==> config.mk <==
export PLATFORM = sky130hd
export DESIGN_NAME = spike_detector
export DESIGN_NICKNAME = d
export VERILOG_FILES = /design/src/rtl/spike_detector.sv
export SDC_FILE = /design/constraint.sdc
export NUM_CORES = 1
export LEC_CHECK = 0
export CAP_MARGIN = 10
export CORE_MARGIN = 2
export CORE_UTILIZATION = 51
export DETAILED_ROUTE_END_ITERATION = 8
export MAX_ROUTING_LAYER = met4
export PLACE_DENSITY = 0.72
export SYNTH_ARGS = -nofsm -noshare
export SYNTH_HDL_FRONTEND = slang
export SYNTH_SLANG_ARGS = --single-unit
==> constraint.sdc <==
create_clock -name clk -period 4.7 [get_ports clk]
set_input_delay 0.705 -clock clk [delete_from_list [all_inputs] [get_ports clk]]
set_output_delay 0.705 -clock clk [all_outputs]
set_load 0.005 [all_outputs]
==> src/rtl/spike_detector.sv <==
// spike_detector
// ---------------------------------------------------------------------------
// Detection stage after the band-pass cascade. It tracks an adaptive noise
// floor as a leaky average of |x|. A spike starts on the first sample whose
// magnitude exceeds a scaled floor. For each spike the block reports one pulse,
// the signed peak sample and the timestamp of the first above-threshold sample.
//
// Ports:
//   clk        clock
//   rst        synchronous, active-high reset
//   x_in       filtered sample, signed DATA_W
//   x_valid    x_in carries a new sample this cycle
//   spike      one-cycle pulse when a spike has closed
//   spike_peak signed sample of largest magnitude in the last spike
//   spike_ts   timestamp of the first above-threshold sample of the last spike
//   thr_out    threshold that applies to the next sample, unsigned DATA_W-1
//   armed      high while the detector is armed
// ---------------------------------------------------------------------------
module spike_detector #(
  parameter int DATA_W    = 11,
  parameter int AVG_SHIFT = 6,
  parameter int THR_MULT  = 4,
  parameter int THR_MIN   = 16,
  parameter int WARMUP    = 64,
  parameter int REFRACT   = 32,
  parameter int MAX_LEN   = 64,
  parameter int TS_W      = 16
) (
  input  logic                     clk,
  input  logic                     rst,
  input  logic signed [DATA_W-1:0] x_in,
  input  logic                     x_valid,
  output logic                     spike,
  output logic signed [DATA_W-1:0] spike_peak,
  output logic [TS_W-1:0]          spike_ts,
  output logic [DATA_W-2:0]        thr_out,
  output logic                     armed
);

  localparam int MW  = DATA_W - 1;          // magnitude width
  localparam int AW  = MW + AVG_SHIFT;      // noise-floor accumulator width
  localparam int PW  = MW + 3;              // mean * THR_MULT (THR_MULT <= 7)
  localparam int WCW = $clog2(WARMUP + 1);
  localparam int RCW = $clog2(REFRACT + 1);
  localparam int LW  = $clog2(MAX_LEN + 1);

  localparam logic [MW-1:0]            MAG_MAX = {MW{1'b1}};
  localparam logic signed [DATA_W-1:0] MIN_V   = {1'b1, {(DATA_W-1){1'b0}}};

  typedef enum logic [1:0] {
    ST_WARMUP   = 2'd0,
    ST_ARMED    = 2'd1,
    ST_IN_SPIKE = 2'd2,
    ST_REFRACT  = 2'd3
  } state_t;

  // Saturating absolute value: the most negative code maps to the largest magnitude.
  function automatic logic [MW-1:0] abs_sat(input logic signed [DATA_W-1:0] v);
    if (v == MIN_V) begin
      abs_sat = MAG_MAX;
    end else if (v[DATA_W-1]) begin
      abs_sat = MW'(-v);
    end else begin
      abs_sat = MW'(v);
    end
  endfunction

  // Threshold from the floor mean: max(mean*THR_MULT, THR_MIN), saturated to MW bits.
  function automatic logic [MW-1:0] calc_thr(input logic [MW-1:0] mean);
    logic [PW-1:0] prod;
    prod = PW'(mean) * PW'(THR_MULT);
    if (prod < PW'(THR_MIN)) begin
      prod = PW'(THR_MIN);
    end else begin
      prod = prod;
    end
    if (prod > PW'(MAG_MAX)) begin
      calc_thr = MAG_MAX;
    end else begin
      calc_thr = MW'(prod);
    end
  endfunction

  state_t                     state_r, state_nxt_s;
  logic [AW-1:0]              acc_r, acc_nxt_s;
  logic [TS_W-1:0]            ts_r;
  logic [WCW-1:0]             wcnt_r;
  logic [RCW-1:0]             rcnt_r;
  logic [LW-1:0]              len_r;
  logic [MW-1:0]              thr_l_r;
  logic signed [DATA_W-1:0]   pk_r;
  logic [MW-1:0]              pk_mag_r;
  logic [TS_W-1:0]            pk_ts_r;

  logic [MW-1:0]              mag_s;
  logic [MW-1:0]              thr_s;
  logic                       trigger_s;
  logic                       spike_end_s;
  logic                       spike_nxt_s;
  logic                       armed_nxt_s;

  assign mag_s = abs_sat(x_in);
  // Threshold seen by the current sample comes from the floor before this sample.
  assign thr_s = calc_thr(acc_r[AW-1:AVG_SHIFT]);

  // Leaky average; the arithmetic cannot wrap because acc - acc>>AVG_SHIFT + mag <= 2^AW-1.
  assign acc_nxt_s = acc_r - {{AVG_SHIFT{1'b0}}, acc_r[AW-1:AVG_SHIFT]}
                           + {{AVG_SHIFT{1'b0}}, mag_s};

  // Decode trigger and end-of-spike conditions for the current sample.
  always_comb begin
    trigger_s   = 1'b0;
    spike_end_s = 1'b0;
    if (x_valid && (state_r == ST_ARMED) && (mag_s > thr_s)) begin
      trigger_s = 1'b1;
    end else begin
      trigger_s = 1'b0;
    end
    // A sample at or below the latched threshold, or a spike at full length, closes it.
    if ((mag_s <= thr_l_r) || (len_r == LW'(MAX_LEN))) begin
      spike_end_s = 1'b1;
    end else begin
      spike_end_s = 1'b0;
    end
  end

  // State register.
  always_ff @(posedge clk) begin
    if (rst) begin
      state_r <= ST_WARMUP;
    end else begin
      state_r <= state_nxt_s;
    end
  end

  // Next-state logic; nothing moves without a valid sample.
  always_comb begin
    state_nxt_s = state_r;
    case (state_r)
      ST_WARMUP: begin
        if (x_valid && (wcnt_r == WCW'(WARMUP - 1))) begin
          state_nxt_s = ST_ARMED;
        end else begin
          state_nxt_s = ST_WARMUP;
        end
      end
      ST_ARMED: begin
        if (trigger_s) begin
          state_nxt_s = ST_IN_SPIKE;
        end else begin
          state_nxt_s = ST_ARMED;
        end
      end
      ST_IN_SPIKE: begin
        if (x_valid && spike_end_s) begin
          state_nxt_s = ST_REFRACT;
        end else begin
          state_nxt_s = ST_IN_SPIKE;
        end
      end
      ST_REFRACT: begin
        // The sample that takes the counter to zero is itself not evaluated.
        if (x_valid && (rcnt_r == RCW'(1))) begin
          state_nxt_s = ST_ARMED;
        end else begin
          state_nxt_s = ST_REFRACT;
        end
      end
      default: begin
        state_nxt_s = ST_WARMUP;
      end
    endcase
  end

  // Output decode feeding the registered outputs.
  always_comb begin
    spike_nxt_s = 1'b0;
    armed_nxt_s = 1'b0;
    if (x_valid && (state_r == ST_IN_SPIKE) && spike_end_s) begin
      spike_nxt_s = 1'b1;
    end else begin
      spike_nxt_s = 1'b0;
    end
    armed_nxt_s = (state_nxt_s == ST_ARMED);
  end

  // Noise floor, timestamp and published threshold.
  always_ff @(posedge clk) begin
    if (rst) begin
      acc_r   <= AW'(0);
      ts_r    <= TS_W'(0);
      thr_out <= MW'(0);
    end else if (x_valid) begin
      ts_r <= ts_r + TS_W'(1);
      // Spike samples are kept out of the floor so a burst cannot raise its own threshold.
      if (state_r != ST_IN_SPIKE) begin
        acc_r   <= acc_nxt_s;
        thr_out <= calc_thr(acc_nxt_s[AW-1:AVG_SHIFT]);
      end else begin
        acc_r   <= acc_r;
        thr_out <= thr_out;
      end
    end else begin
      acc_r   <= acc_r;
      ts_r    <= ts_r;
      thr_out <= thr_out;
    end
  end

  // Warm-up and refractory counters.
  always_ff @(posedge clk) begin
    if (rst) begin
      wcnt_r <= WCW'(0);
      rcnt_r <= RCW'(0);
    end else if (x_valid) begin
      if (state_r == ST_WARMUP) begin
        wcnt_r <= wcnt_r + WCW'(1);
      end else begin
        wcnt_r <= wcnt_r;
      end
      if ((state_r == ST_IN_SPIKE) && spike_end_s) begin
        rcnt_r <= RCW'(REFRACT);
      end else if (state_r == ST_REFRACT) begin
        rcnt_r <= rcnt_r - RCW'(1);
      end else begin
        rcnt_r <= rcnt_r;
      end
    end else begin
      wcnt_r <= wcnt_r;
      rcnt_r <= rcnt_r;
    end
  end

  // Per-spike tracking: latched threshold, length and running peak.
  always_ff @(posedge clk) begin
    if (rst) begin
      thr_l_r  <= MW'(0);
      len_r    <= LW'(0);
      pk_r     <= DATA_W'(0);
      pk_mag_r <= MW'(0);
      pk_ts_r  <= TS_W'(0);
    end else if (trigger_s) begin
      thr_l_r  <= thr_s;
      len_r    <= LW'(1);
      pk_r     <= x_in;
      pk_mag_r <= mag_s;
      pk_ts_r  <= ts_r;
    end else if (x_valid && (state_r == ST_IN_SPIKE) && !spike_end_s) begin
      len_r <= len_r + LW'(1);
      // Strict compare keeps the earliest sample on a magnitude tie.
      if (mag_s > pk_mag_r) begin
        pk_r     <= x_in;
        pk_mag_r <= mag_s;
      end else begin
        pk_r     <= pk_r;
        pk_mag_r <= pk_mag_r;
      end
    end else begin
      thr_l_r  <= thr_l_r;
      len_r    <= len_r;
      pk_r     <= pk_r;
      pk_mag_r <= pk_mag_r;
      pk_ts_r  <= pk_ts_r;
    end
  end

  // Registered spike report and armed flag.
  always_ff @(posedge clk) begin
    if (rst) begin
      spike      <= 1'b0;
      spike_peak <= DATA_W'(0);
      spike_ts   <= TS_W'(0);
      armed      <= 1'b0;
    end else begin
      spike <= spike_nxt_s;
      armed <= armed_nxt_s;
      if (spike_nxt_s) begin
        spike_peak <= pk_r;
        spike_ts   <= pk_ts_r;
      end else begin
        spike_peak <= spike_peak;
        spike_ts   <= spike_ts;
      end
    end
  end

endmodule

==> impl_metrics.py <==
metrics = {
    "worst_setup_path": {
        "r2r_cells": 13,
        "crit_buf_inv": 1,
        "cp_cell_sequence": "dlymetal6s2s_1 > or3_4 > or2_4 > nor4_4 > nand3_2 > o211ai_1 > fa_2 > fa_2 > a21o_1 > a221o_1 > nand3_1 > and3_4 > nand4_1 > nor4_2 > o32ai_1",
        "critPathKind": "in -> reg",
        "worstPathArrival_ps": 4590,
        "critPathMaxFanout": 4,
        "slowest_delay_ps": 540,
        "start_kind": "input pin",
        "worstPathRequired_ps": 4960,
        "worst-path-stages": 15,
        "r2r-start": "acc_r[11]",
        "cpMostUsedCell": "fa_2",
        "critPathSlowestCell": "fa_2",
        "critPathTopFamily": "simple AND/OR/NAND/NOR gates",
        "startpoint": "x_in[2]",
        "cp-end-kind": "register",
    },
    "logic_synthesis": {
        "syn_area_mm2": 0.00742,
        "netlist-cell-type-count": 70,
        "synthCells": 850,
        "synth_edf_count": 0,
        "syn_area_per_cell_um2": 8.73,
        "async_flop_share": 0,
        "ys_seq_elements": 138,
        "yosysWarnings": 0,
        "yosysSeqAreaShare": 0.372,
        "synth_nets": 931,
        "synth_ff_type": "dfxtp_1",
    },
    "die": {
        "die_x_um": 125,
        "dieArea_mm2": 0.0155,
        "die_h_um": 125,
        "initial_core_util": 0.517,
        "fp-row-count": 44,
        "io_pins": 53,
        "coreArea_mm2": 0.0144,
    },
    "sta": {
        "finalSetupTns_ps": 0,
        "period_share": 0.922,
        "hold_viol": 0,
        "setup_viol": 0,
        "max_freq_mhz": 231,
        "whs_ps": 455,
        "finClkSkew_ps": 11.3,
        "worstMarginPinSlew_ps": 1180,
        "worst_slack_ps": 365,
        "rsz0062_at_grt": "no",
        "drv_slew": 0,
        "relSlewSlack": 0.210,
        "period_minus_slack_ps": 4340,
    },
    "hold_path": {
        "hp-class": "reg -> reg",
        "hold_start": "pk_ts_r[14]",
        "holdPathStages": 2,
    },
    "placement": {
        "place_area_mm2": 0.00854,
        "dp_hpwl_um": 12300,
        "port_buffers": 52,
        "dp_worst_setup_slack_ps": -375,
        "place.gp.congestion": 0.887,
    },
    "detailed_routing": {
        "drcViolationCount": 0,
        "ant_nets": 0,
        "drt-total-wl_um": 17500,
        "met1Wirelength_um": 8450,
        "wl_per_cell_um": 15.2,
        "vias_per_cell": 5.51,
        "drtIter0Drc": 470,
        "first_pass_iters": 5,
        "wl_met2_um": 8210,
        "vias": 6333,
        "routed.top_layer": "met4",
        "dr_wl_met3_um": 682,
    },
    "global_routing": {
        "antenna_found_initial": 0,
        "grtUsageTotal": 0.229,
        "grt_pass1_vias": 5903,
        "grt_max_degree": 95,
        "grt_pass1_wl_um": 28600,
        "overflow": 0,
    },
    "power_and_ir_drop": {
        "power.leakage_uw": 0.00359,
        "powerDensity_mw_per_mm2": 563,
        "max-vdd-ir-drop_uv": 440,
    },
    "clock_tree": {
        "cts_tree": "done",
        "cts_made_buffers": 17,
        "clk_pin_slew_ps": 60,
        "cts.sinks": 138,
        "cts.path.max_buffers": 2,
        "root_buffer": "clkbuf_16",
        "cts_hold_buf": 0,
        "cts_max_level": 4,
        "clk_latency_ps": 410,
    },
    "cells_and_area": {
        "finalInstanceArea_mm2": 0.00927,
        "n_fill_cell": 1173,
        "mostFrequentLayoutCells": "dfxtp_1, nor2_1, nand2_1, a21oi_1, buf_4",
        "final_layout_size_suffix_gt1_frac": 0.147,
        "diodes": 0,
        "synthToLayoutAreaGrowth_pct": 24.9,
        "fin_nets": 1035,
        "layout_commonest_cell": "dfxtp_1",
    },
    "run": {
        "max_cap_viol_count": 0,
    },
    "status": {
        "status": "completed",
    },
}
[flip-flops by register name, summed over array words and instances, names as in the netlist, 6 cells and up]
signal,flops
acc_r,16
pk_ts_r,16
spike_ts,16
ts_r,16
pk_r,11
spike_peak,11
pk_mag_r,10
thr_l_r,9
thr_out,9
len_r,7
wcnt_r,7
rcnt_r,6
[logic make-up after synthesis]
kind of cell / Yosys count / synth area share
buffers and inverters: 92 / 0.0543
muxes: 30 / 0.0406
and+or+nand+nor: 291 / 0.194
adders and majority gates: 67 / 0.123
DFF: 138 / 0.372
AOI/OAI and AO/OA: 191 / 0.167
xor gates and xnor gates: 41 / 0.0484
[final timing paths]
| path | end | slack, ps |
|---|---|---|
| worst max register to register | len_r[6] | 1280 |
| worst max-delay path | thr_out[3] | 360 |
| worst min register to register | pk_ts_r[14] | 460 |
| worst min-delay path | pk_ts_r[14] | 460 |
[report_power, final]
part	internal (µW)	leakage [µW]	switching, µW	total, µW
registers	1260	0.00112	71.5	1330
clock network	788	0.000271	498	1290
logic	1230	0.00220	1370	2600
total	3280	0.00359	1940	5220
[tightest hold or removal path: stages (launching register included)]
cell     delay, ps
dfxtp_1        310
nand2_1         50
a21oi_1         50
[metal layers]
layer,vias up,global-route usage
li1,3190,-
met1,3007,0.310
met2,123,0.356
met4,0,0.0575
met5,-,-
met3,13,0.0417
[timing repair]
action                     4_1_cts  5_1_grt
setup endpoints to repair        0       13
buffers inserted                 0        2
gates resized for setup          0       29
[stage by stage]
| step | total power [µW] | cells | util |
|---|---|---|---|
| after detailed placement | 3690 | 1117 | 0.595 |
| after CTS | 5000 | 1147 | 0.634 |
| after global routing | 5520 | 1149 | 0.645 |
| final | 5220 | 1149 | 0.645 |
| after global placement | 3670 | 1117 | 0.595 |
| after floorplan | 2800 | 850 | - |
[cells in the mapped netlist, drive strengths merged, types with 3 or more instances]
library cell | instances | share of area
dfxtp | 138 | 0.37
nor2 | 91 | 0.046
nand2 | 87 | 0.044
a21oi | 78 | 0.053
ha | 57 | 0.096
inv | 48 | 0.024
clkbuf | 30 | 0.015
a211oi | 29 | 0.031
mux2i | 29 | 0.039
xor2 | 26 | 0.031
o21ai | 23 | 0.016
and3 | 19 | 0.016
nand4 | 16 | 0.014
xnor2 | 15 | 0.018
a21o | 14 | 0.014
nand3 | 14 | 0.0094
buf | 13 | 0.014
nand2b | 12 | 0.010
nand4b | 11 | 0.013
fa | 10 | 0.027
nor2b | 8 | 0.0067
and2 | 7 | 0.0062
nor3 | 7 | 0.0062
o211ai | 6 | 0.0061
or3 | 6 | 0.0051
o31ai | 5 | 0.0051
nor4 | 4 | 0.0071
a21boi | 3 | 0.0030
a22oi | 3 | 0.0030
a311oi | 3 | 0.0035
o41ai | 3 | 0.0035
[layout make-up]
type | instances | area, µm² | share of cell area
multi-input cells | 620 | 4410 | 0.475
flip-flops and latches | 138 | 2760 | 0.298
repair buffers | 128 | 1120 | 0.121
clock buffers | 19 | 443 | 0.0478
well taps | 184 | 230 | 0.0248
inverters | 49 | 184 | 0.0198
clock inverters | 11 | 124 | 0.0134
(Power assumes the default switching activity.)
